### src/rtl/ring_fifo.sv
// Circular-buffer FIFO with wrap-bit pointers, fill level, status and sticky error flags.
// Define RING_FIFO_FWFT_EN for first-word fall-through reads; default is a registered read.
module ring_fifo #(
  parameter int pBITS  = 8,
  parameter int pWIDHT = 2,
  parameter int pAFULL = 3
) (
  input  logic              iclk,
  input  logic              irst,
  input  logic              iwr_en,
  input  logic [pBITS-1:0]  iw_data,
  input  logic              ird_en,
  input  logic              iclr_err,
  output logic [pBITS-1:0]  or_data,
  output logic              or_valid,
  output logic              ofull,
  output logic              oempty,
  output logic              oalmost_full,
  output logic [pWIDHT:0]   olevel,
  output logic              ooverflow,
  output logic              ounderflow
);

  localparam int DEPTH = 1 << pWIDHT;
  localparam logic [pWIDHT:0] AFULL_LV = pAFULL[pWIDHT:0];

  logic [pBITS-1:0]  rarray [DEPTH];
  logic [pWIDHT:0]   wptr;
  logic [pWIDHT:0]   rptr;
  logic [pWIDHT-1:0] waddr;
  logic [pWIDHT-1:0] raddr;
  logic              empty;
  logic              full;
  logic              wr_acc;
  logic              rd_acc;

  assign waddr = wptr[pWIDHT-1:0];
  assign raddr = rptr[pWIDHT-1:0];

  // The MSB is the wrap bit: equal low bits with differing wrap bits means a full lap ahead.
  assign empty  = (wptr == rptr);
  assign full   = (wptr[pWIDHT] != rptr[pWIDHT]) && (waddr == raddr);
  assign wr_acc = iwr_en && !full;
  assign rd_acc = ird_en && !empty;

  assign oempty       = empty;
  assign ofull        = full;
  assign olevel       = wptr - rptr;
  assign oalmost_full = (olevel >= AFULL_LV);

  always_ff @(posedge iclk) begin
    if (irst) begin
      wptr <= '0;
      rptr <= '0;
    end else begin
      if (wr_acc) wptr <= wptr + 1'b1;
      if (rd_acc) rptr <= rptr + 1'b1;
    end
  end

  // Storage is deliberately not reset; the pointers alone define what is valid.
  always_ff @(posedge iclk) begin
    if (!irst && wr_acc) rarray[waddr] <= iw_data;
  end

  // A new error in the same cycle as a clear takes priority.
  always_ff @(posedge iclk) begin
    if (irst) begin
      ooverflow  <= 1'b0;
      ounderflow <= 1'b0;
    end else begin
      if (iwr_en && full)
        ooverflow <= 1'b1;
      else if (iclr_err)
        ooverflow <= 1'b0;
      if (ird_en && empty)
        ounderflow <= 1'b1;
      else if (iclr_err)
        ounderflow <= 1'b0;
    end
  end

`ifdef RING_FIFO_FWFT_EN
  assign or_data  = rarray[raddr];
  assign or_valid = !empty;
`else
  logic [pBITS-1:0] data_p1;
  logic             vld_p1;

  // p0 -> p1: head word captured on an accepted read, valid for one cycle
  always_ff @(posedge iclk) begin
    if (irst) begin
      data_p1 <= '0;
      vld_p1  <= 1'b0;
    end else begin
      vld_p1 <= rd_acc;
      if (rd_acc) data_p1 <= rarray[raddr];
    end
  end

  assign or_data  = data_p1;
  assign or_valid = vld_p1;
`endif

endmodule
### config.mk
export PLATFORM = sky130hd
export DESIGN_NAME = ring_fifo
export DESIGN_NICKNAME = d
export VERILOG_FILES = /design/src/rtl/ring_fifo.sv
export SDC_FILE = /design/constraint.sdc
export NUM_CORES = 1
export LEC_CHECK = 0
export BUFFER_PORTS_ARGS = -buffer_cell sky130_fd_sc_hd__buf_2
export CAP_MARGIN = 20
export CORE_MARGIN = 4
export CORE_UTILIZATION = 40
export CTS_CLUSTER_DIAMETER = 80
export DETAILED_ROUTE_END_ITERATION = 6
export HOLD_SLACK_MARGIN = 0.12
export PLACE_DENSITY = 0.69
export SYNTH_ARGS = -nofsm -noshare
export SYNTH_HDL_FRONTEND = slang
export SYNTH_SLANG_ARGS = --single-unit
### constraint.sdc
create_clock -name iclk -period 3 [get_ports iclk]
set_input_delay 0.3 -clock iclk [delete_from_list [all_inputs] [get_ports iclk]]
set_output_delay 0.3 -clock iclk [all_outputs]
set_load 0.02 [all_outputs]
==> impl_metrics.csv, run 1 <==
group,metric,value,unit
clocking,clockBufferDepth,2,
finish,n_fill_cell,459,
sta,tightestPinTransition,0.597,ns
finish,drive_gt1_frac,0.239,
placed_design,placed_area,2370,sq um
clocking,cts.reportedPaths.clkPinSlew,0.09,ns
power_and_ir_drop,p_leak,0.961,nW
clocking,tritoncts,"done",
grt,grt_pass1_wl,6510,um
sta,fin_crit_sh,0.852,
finish,final_cell_count_no_fill,250,
min_path,hp-class,"input port to flip-flop",
synthesis,ys_seq_area_frac,0.599,
clocking,cts.repair.resized,0,
finish,area_growth,14.2,%
synthesis,ys_dominant_reg_cell,"edfxtp_1",
setup_path,r2r_cells,5,
synthesis,yosys-top-cells-area,"edfxtp_1 (44%), dfxtp_1 (16%), mux4_1 (6.1%), ha_1 (4.0%), mux4_2 (3.1%)",
job,cap_violations,0,
sta,slew_viol_final,0,
synthesis,synth_top_area_share,0.443,
synthesis,synth_common_cells,"edfxtp_1 (32), dfxtp_1 (17), inv_1 (15)",
clocking,htree_levels,2,
setup_path,slowest_stage,"dfxtp_1",
floorplan,die_y,81.7,um
route,drcViolationCount,0,
synthesis,synth-seq-cells,49,
clocking,clk_latency,0.30,ns
clocking,post_cts_buffers,0,
synthesis,synthDistinctLibCells,35,
sta,hold_violations,0,
setup_path,end_kind,"flip-flop",
sta,relSlewSlack,0.602,
route,drtIter0Drc,92,
sta,holdWs,0.221,ns
setup_path,critical_path.max_fanout,12,
floorplan,die_x,81.7,um
power_and_ir_drop,power_density,731,nW/um^2
route,via_per_inst,5.27,
setup_path,cp_data_arrival_time,2.52,ns
route,avgRoutedWirePerCell,16.5,um
sta,rsz0062_at_grt,"false",
power_and_ir_drop,ir_worst_vdd,376,uV
finish,nNetsFinal,200,
finish,utilization,0.479,
grt,grt_use_total,0.135,
floorplan,start_util,0.420,
sta,finalSetupTns,0,ns
setup_path,critPathKind,"flip-flop to flip-flop",
placed_design,io_buffers,29,
status,outcome,"complete, no violations",
setup_path,startpoint_type,"flip-flop",
setup_path,critical_path.max_stage_delay,0.71,ns
synthesis,netlist_area,2170,sq um
synthesis,yosysTopAreaCell,"edfxtp_1",
sta,period_minus_slack,2.56,ns
floorplan,die-area,6670,sq um
synthesis,synth_edf_count,32,
finish,antennaDiodeCount,0,
setup_path,crit_required,2.97,ns
placed_design,place_congestion,0.795,
clocking,cts_buffers,5,
synthesis,synth_cells,151,
route,ant_nets,0,
sta,fin_skew,0.00750,ns
synthesis,yosys_warnings,0,
grt,grt_pass1_vias,1214,
floorplan,std_cell_rows,26,
floorplan,ios,30,
placed_design,dpl.cell_count,242,
finish,fin_area,2480,sq um
sta,setup_viol,0,
synthesis,syn_avg_cell_area,14.4,sq um
grt,grt_max_degree,28,
clocking,cts_sinks,49,
grt,antenna_found_initial,0,
clocking,clockRootBuffer,"clkbuf_8",
placed_design,dp_hpwl,3050,um
route,wl,4130,um
min_path,whs_path_depth,1,
synthesis,async_flop_share,0,
route,via_count,1318,
route,dr.pass1.iters,4,
grt,grt.overflow.total,0,
synthesis,syn-num-nets,172,
sta,fmax,0.391,GHz
floorplan,core,5170,sq um
synthesis,synthMostInstantiatedCell,"edfxtp_1",
setup_path,path_cells,"ha_1 -> and2_0 -> a21boi_0 -> buf_4 -> and3_1",
clocking,cts_hold_buf,0,
==> layout make-up <==
class | count | area (sq um) | area share
flip-flops and latches | 49 | 1300 | 0.525
repair buffers | 31 | 160 | 0.0646
clock buffers | 6 | 72.6 | 0.0293
well taps | 70 | 87.6 | 0.0353
clock inverters | 2 | 38.8 | 0.0156
inverters | 15 | 56.3 | 0.0227
multi-input cells | 77 | 763 | 0.308
==> sequential cells by signal (all words and copies together) (netlist names) <==
| name | count |
|---|---|
| ooverflow | 1 |
| or_data | 8 |
| or_valid | 1 |
| ounderflow | 1 |
| rarray | 32 |
| rptr | 3 |
| wptr | 3 |
==> worst paths after layout <==
kind                           from                endpoint  slack [ns]
max            rptr[0]$_SDFFE_PP0P_  rarray[1][7]$_DFFE_PP_        0.44
min                      iw_data[6]  rarray[1][6]$_DFFE_PP_        0.22
max reg2reg    rptr[0]$_SDFFE_PP0P_  rarray[1][7]$_DFFE_PP_        0.44
min reg2reg  ooverflow$_SDFFE_PP0P_  ooverflow$_SDFFE_PP0P_        0.50
==> worst max-delay path, delay by kind of cell (launching register included) <==
| kind | cells | cell delay [ns] |
|---|---|---|
| AO/OA/AOI/OAI | 1 | 0.29 |
| adder cells (fa/ha/maj) | 1 | 0.37 |
| buffers and inverters | 1 | 0.19 |
| flip-flops | 1 | 0.71 |
| AND/OR/NAND/NOR | 2 | 0.66 |
==> per-layer routing <==
| metal | global-route usage | vias up | part of all wire |
|---|---|---|---|
| met2 | 0.186 | 42 | 0.42 |
| met1 | 0.200 | 629 | 0.51 |
| met5 | 0 | - | 0 |
| li1 | - | 643 | - |
| met4 | 0.0449 | 0 | 0.014 |
| met3 | 0.0428 | 4 | 0.051 |
==> placed cells by master, fill, tap and decap left out, types with 3 or more instances in the layout <==
cell / instances
nor3b_1: 3
o2111ai_1: 3
ha_1: 7
o211ai_1: 5
o211a_1: 3
or3_1: 5
clkbuf_8: 5
nor2_1: 6
inv_1: 15
a311o_1: 4
mux4_2: 3
dfxtp_1: 17
and3_1: 4
edfxtp_1: 32
mux4_1: 5
buf_2: 29
o311ai_0: 6
==> through the flow <==
stage,power [W],setup WS (ns)
6_report,0.00181,0.443
5_1_grt,0.00191,0.248
3_5_place_dp,0.00136,0.507
4_1_cts,0.00183,0.455
2_1_floorplan,0.00122,0.700
3_3_place_gp,0.00135,0.681
==> power breakdown <==
| part | internal, W | switching [W] |
|---|---|---|
| Combinational | 0.000197 | 0.000300 |
| Clock | 0.000252 | 0.000219 |
| Sequential | 0.000784 | 0.0000601 |
==> logic make-up after synthesis <==
kind of cell | Yosys count | synth area share
flip-flops | 49 | 0.599
AO/OA/AOI/OAI | 31 | 0.121
buffers and inverters | 25 | 0.0490
AND/OR/NAND/NOR | 25 | 0.0669
multiplexers | 10 | 0.102
adder cells (fa/ha/maj) | 8 | 0.0496
XOR/XNOR | 3 | 0.0121
No activity file was read; power rests on OpenSTA's default activity.
==> inputs of run 2 (changes only) <==
- CELL_PAD_IN_SITES_DETAIL_PLACEMENT: unset -> 0
- CELL_PAD_IN_SITES_GLOBAL_PLACEMENT: unset -> 2
- CORE_UTILIZATION: 40 -> 30
- PLACE_DENSITY: 0.69 -> 0.72
==> run 2 against run 1 <==
- worst setup slack improved by 0.018 ns
- sequential share of layout area down 0.39 points
- critical endpoint is now oempty
- die area up 30%
==> impl_metrics.csv, run 2 (synthesized netlist as in run 1, its figures left out) <==
group,metric,value,unit
grt,antenna_found_initial,0,
placed_design,dp_hpwl,3250,um
grt,grt_use_total,0.104,
grt,grt_max_degree,28,
clocking,cts.repair.resized,0,
placed_design,place_congestion,0.830,
power_and_ir_drop,p_leak,0.956,nW
setup_path,critical_path.max_stage_delay,0.55,ns
route,drtIter0Drc,74,
floorplan,ios,30,
clocking,cts_buffers,5,
grt,grt_pass1_vias,1306,
floorplan,core,6910,sq um
setup_path,cp_data_arrival_time,2.24,ns
clocking,tritoncts,"done",
grt,grt.overflow.total,0,
clocking,cts_sinks,49,
finish,n_fill_cell,679,
setup_path,crit_required,2.70,ns
clocking,clockBufferDepth,2,
sta,relSlewSlack,0.627,
power_and_ir_drop,ir_worst_vdd,244,uV
setup_path,end_kind,"output pin",
floorplan,die_y,93.1,um
sta,fin_crit_sh,0.846,
clocking,cts_hold_buf,0,
status,outcome,"complete, no violations",
sta,finalSetupTns,0,ns
sta,slew_viol_final,0,
setup_path,startpoint_type,"flip-flop",
finish,largest_reg_flops,32,
route,wl,4260,um
sta,fin_skew,0.00932,ns
power_and_ir_drop,power_density,700,nW/um^2
floorplan,std_cell_rows,30,
min_path,hp-class,"input port to flip-flop",
finish,mostFrequentLayoutCell,"edfxtp_1",
sta,rsz0062_at_grt,"false",
setup_path,critPathKind,"flip-flop to output pin",
finish,antennaDiodeCount,0,
floorplan,die-area,8660,sq um
placed_design,io_buffers,29,
grt,grt_pass1_wl,6900,um
sta,fmax,0.394,GHz
route,avgRoutedWirePerCell,15.4,um
clocking,post_cts_buffers,0,
setup_path,critical_path.max_fanout,10,
finish,nNetsFinal,200,
job,cap_violations,0,
route,via_count,1346,
sta,setup_viol,0,
sta,hold_violations,0,
finish,drive_gt1_frac,0.244,
sta,period_minus_slack,2.54,ns
floorplan,start_util,0.314,
sta,tightestPinTransition,0.558,ns
finish,regMostFlops,"rarray",
clocking,cts.reportedPaths.clkPinSlew,0.10,ns
clocking,clk_latency,0.30,ns
sta,holdWs,0.214,ns
setup_path,slowest_stage,"dfxtp_1",
setup_path,path_cells,"inv_1 -> ha_1 -> and2_0 -> nand2_1 -> inv_1 -> buf_2",
route,dr.pass1.iters,4,
route,via_per_inst,4.88,
floorplan,die_x,93.1,um
route,drcViolationCount,0,
finish,mostFrequentLayoutCells,"edfxtp_1 (32), buf_2 (29), dfxtp_1 (17), inv_1 (15), ha_1 (7)",
setup_path,cpMostUsedCell,"inv_1",
clocking,clockRootBuffer,"clkbuf_8",
clocking,htree_levels,2,
finish,area_growth,15.1,%
route,ant_nets,0,
==> run 2: cell types whose count changed in the layout (fill, tap and decap cells not counted), sizes merged <==
cell	change
inv	+1
clkbuf	-1
bufinv	-1
clkinv	+1
==> run 2: area by class of cell <==
class	instances	area, sq um	area share
Multi-Input combinational cell	77	763	0.305
Timing Repair Buffer	31	160	0.0641
Clock inverter	3	28.8	0.0115
Inverter	15	56.3	0.0225
Tap cell	96	120	0.0481
Sequential cell	49	1300	0.521
Clock buffer	5	68.8	0.0275
==> run 2: through the flow <==
stage / util / setup WS (ns) / cells / power [W] / area [sq um]
final: 0.362 / 0.461 / 276 / 0.00175 / 2500
after global routing: 0.362 / 0.225 / 276 / 0.00186 / 2500
after CTS: 0.362 / 0.393 / 276 / 0.00177 / 2500
after detailed placement: 0.348 / 0.588 / 268 / 0.00137 / 2400
after global placement: 0.348 / 0.672 / 268 / 0.00135 / 2400
after floorplan: - / 0.700 / 151 / 0.00122 / 2170
==> run 2: critical path: cells and delay by family, from the launching register on <==
kind | cells | cell delay (ns)
fa+ha+maj | 1 | 0.32
buf+inv | 3 | 0.54
flops | 1 | 0.55
simple gates | 2 | 0.52
==> run 2: routing by layer <==
layer  global-route usage  up-vias  routed length, um
met4               0.0403        0                 59
met3               0.0322        7                223
li1                     -      641                  -
met5                    0        -                  0
met1                0.142      662               2100
met2                0.154       36               1870
==> run 2: worst paths after layout <==
kind | slack, ns | end | startpoint | depth (start not counted)
max | 0.46 | oempty | rptr[1]$_SDFFE_PP0P_ | 6
min reg2reg | 0.51 | ounderflow$_SDFFE_PP0P_ | ounderflow$_SDFFE_PP0P_ | 2
max reg2reg | 0.56 | rarray[0][7]$_DFFE_PP_ | rptr[0]$_SDFFE_PP0P_ | 5
min | 0.21 | rarray[2][6]$_DFFE_PP_ | iw_data[6] | 1
==> run 2: power breakdown <==
part	internal (W)	switching, W	leakage (nW)	total (W)
Sequential	0.000784	0.0000571	0.430	0.000841
Combinational	0.000197	0.000305	0.476	0.000502
Clock	0.000174	0.000231	0.0506	0.000405
==> inputs of run 3 (changes only) <==
- clock period: 3 -> 2.55 ns (I/O delays scaled with it)
==> run 3 against run 2 <==
- critical path depth did not move
- first-iteration DRC count shrank 8.1%
- worst setup slack worse by 0.20 ns
- cell area grew 0.60%
- final cell count rose by 0.72%
- largest power group unchanged
- clock-buffer cell count did not move
- global-route usage up 0.50 points
- clock skew rose by 0.0036 ns
- sequential cell count did not move
- register-to-register slack got worse by 0.22 ns
- sequential power up 14%
- critical path type unchanged
- combinational power up 26%
==> impl_metrics.csv, run 3 (synthesized netlist as in run 1, its figures left out) <==
group,metric,value,unit
clocking,clockBufferDepth,2,
route,via_count,1336,
sta,fin_crit_sh,0.899,
sta,slew_viol_final,0,
sta,finalSetupTns,0,ns
finish,nNetsFinal,202,
sta,fin_skew,0.0129,ns
clocking,post_cts_buffers,0,
route,via_per_inst,4.81,
finish,final_cell_count_no_fill,278,
sta,fmax,0.436,GHz
finish,area_growth,15.8,%
floorplan,start_util,0.314,
route,dr.pass1.iters,4,
grt,met1_usage,0.142,
floorplan,die_y,93.1,um
sta,tightestPinTransition,0.567,ns
route,drtIter0Drc,68,
power_and_ir_drop,power_density,829,nW/um^2
clocking,cts_sinks,49,
floorplan,core,6910,sq um
floorplan,die_x,93.1,um
finish,regArea,1300,sq um
power_and_ir_drop,ir_worst_vdd,205,uV
power_and_ir_drop,p_int,0.00137,W
clocking,tritoncts,"done",
power_and_ir_drop,p_leak,0.967,nW
min_path,hp-class,"input port to flip-flop",
placed_design,dp_hpwl,3210,um
setup_path,end_kind,"output pin",
sta,setup_viol,0,
min_path,whs_path_depth,1,
floorplan,ios,30,
route,wl,4280,um
finish,antennaDiodeCount,0,
route,drcViolationCount,0,
grt,grt.overflow.total,0,
setup_path,crit_required,2.30,ns
grt,gr-max-usage-layer,"met2",
sta,rsz0062_at_grt,"false",
clocking,cts.repair.resized,0,
power_and_ir_drop,p_sw,0.000714,W
power_and_ir_drop,p_seq_frac,0.461,
placed_design,dpl.cell_count,270,
setup_path,startpoint_type,"flip-flop",
power_and_ir_drop,p_clk_frac,0.236,
clocking,clk_latency,0.31,ns
floorplan,die-area,8660,sq um
finish,n_fill_cell,676,
clocking,cts_buffers,5,
power_and_ir_drop,swShare,0.342,
grt,antenna_found_initial,0,
route,avgRoutedWirePerCell,15.4,um
setup_path,cp_data_arrival_time,2.04,ns
job,cap_violations,0,
grt,grtUsageMet3,0.0290,
route,ant_nets,0,
grt,grt_pass1_vias,1409,
power_and_ir_drop,comb_power_share,0.303,
setup_path,r2r_cells,6,
grt,grt_pass1_wl,7260,um
finish,mostFrequentLayoutCells,"edfxtp_1 (32), buf_2 (29), dfxtp_1 (17), inv_1 (15), ha_1 (7)",
grt,grt_max_degree,28,
grt,grtUsageMet2,0.169,
clocking,htree_levels,2,
finish,largest_reg_flops,32,
finish,mostFrequentLayoutCell,"edfxtp_1",
placed_design,place_congestion,0.791,
status,outcome,"complete, no violations",
placed_design,io_buffers,29,
setup_path,critPathKind,"flip-flop to output pin",
grt,grt_use_total,0.109,
finish,multi_input_area,763,sq um
clocking,cts_hold_buf,0,
clocking,clockRootBuffer,"clkbuf_8",
floorplan,std_cell_rows,30,
setup_path,critical_path.max_fanout,7,
finish,regMostFlops,"rarray",
finish,drive_gt1_frac,0.253,
sta,hold_violations,0,
sta,period_minus_slack,2.29,ns
clocking,cts.reportedPaths.clkPinSlew,0.11,ns
sta,relSlewSlack,0.621,
## run 3: changes by cell type in the layout (fill, tap and decap cells not counted)
cell / change
buf_4: +2
## run 3: layout make-up
cell class | instances | area share
flip-flops and latches | 49 | 0.518
clock buffers | 5 | 0.0274
well taps | 96 | 0.0478
repair buffers | 33 | 0.0697
inverters | 15 | 0.0224
multi-input cells | 77 | 0.304
clock inverters | 3 | 0.0114
## run 3: path summary, 6_finish.rpt
check / start / end / slack, ns
worst min-delay path: iw_data[6] / rarray[2][6]$_DFFE_PP_ / 0.16
worst min register to register: ooverflow$_SDFFE_PP0P_ / ooverflow$_SDFFE_PP0P_ / 0.51
worst max-delay path: wptr[0]$_SDFFE_PP0P_ / oempty / 0.26
worst max register to register: wptr[0]$_SDFFE_PP0P_ / rarray[0][6]$_DFFE_PP_ / 0.34
## run 3: worst max-delay path: stages (launching register included)
cell and delay, ns:
dfxtp_1 0.39, inv_1 0.11, ha_1 0.33, and2_0 0.31
nand2_1 0.24, inv_1 0.18, buf_2 0.19
## run 3: routing by layer
metal / routed length (um) / up-vias
li1: - / 647
met1: 2000 / 638
met2: 1930 / 43
met3: 261 / 8
met4: 81 / 0
met5: 0 / -
## run 3: through the flow
step	area (sq um)	utilization	total power (W)	hold WS, ns	setup slack, ns
floorplan	2170	-	0.00143	0.354	0.250
global placement	2420	0.350	0.00160	0.479	0.432
detailed placement	2420	0.350	0.00162	0.479	0.365
CTS	2510	0.364	0.00211	0.149	0.228
global route	2510	0.364	0.00222	0.147	0.0951
finish	2510	0.364	0.00208	0.162	0.257
## run 3: power groups by stage
stage / clock network (W) / logic [W] / registers [W]
2_1_floorplan: 0 / 0.000396 / 0.00104
3_3_place_gp: 0 / 0.000628 / 0.000977
3_5_place_dp: 0 / 0.000638 / 0.000980
4_1_cts: 0.000509 / 0.000642 / 0.000962
5_1_grt: 0.000554 / 0.000694 / 0.000974
6_report: 0.000492 / 0.000632 / 0.000960
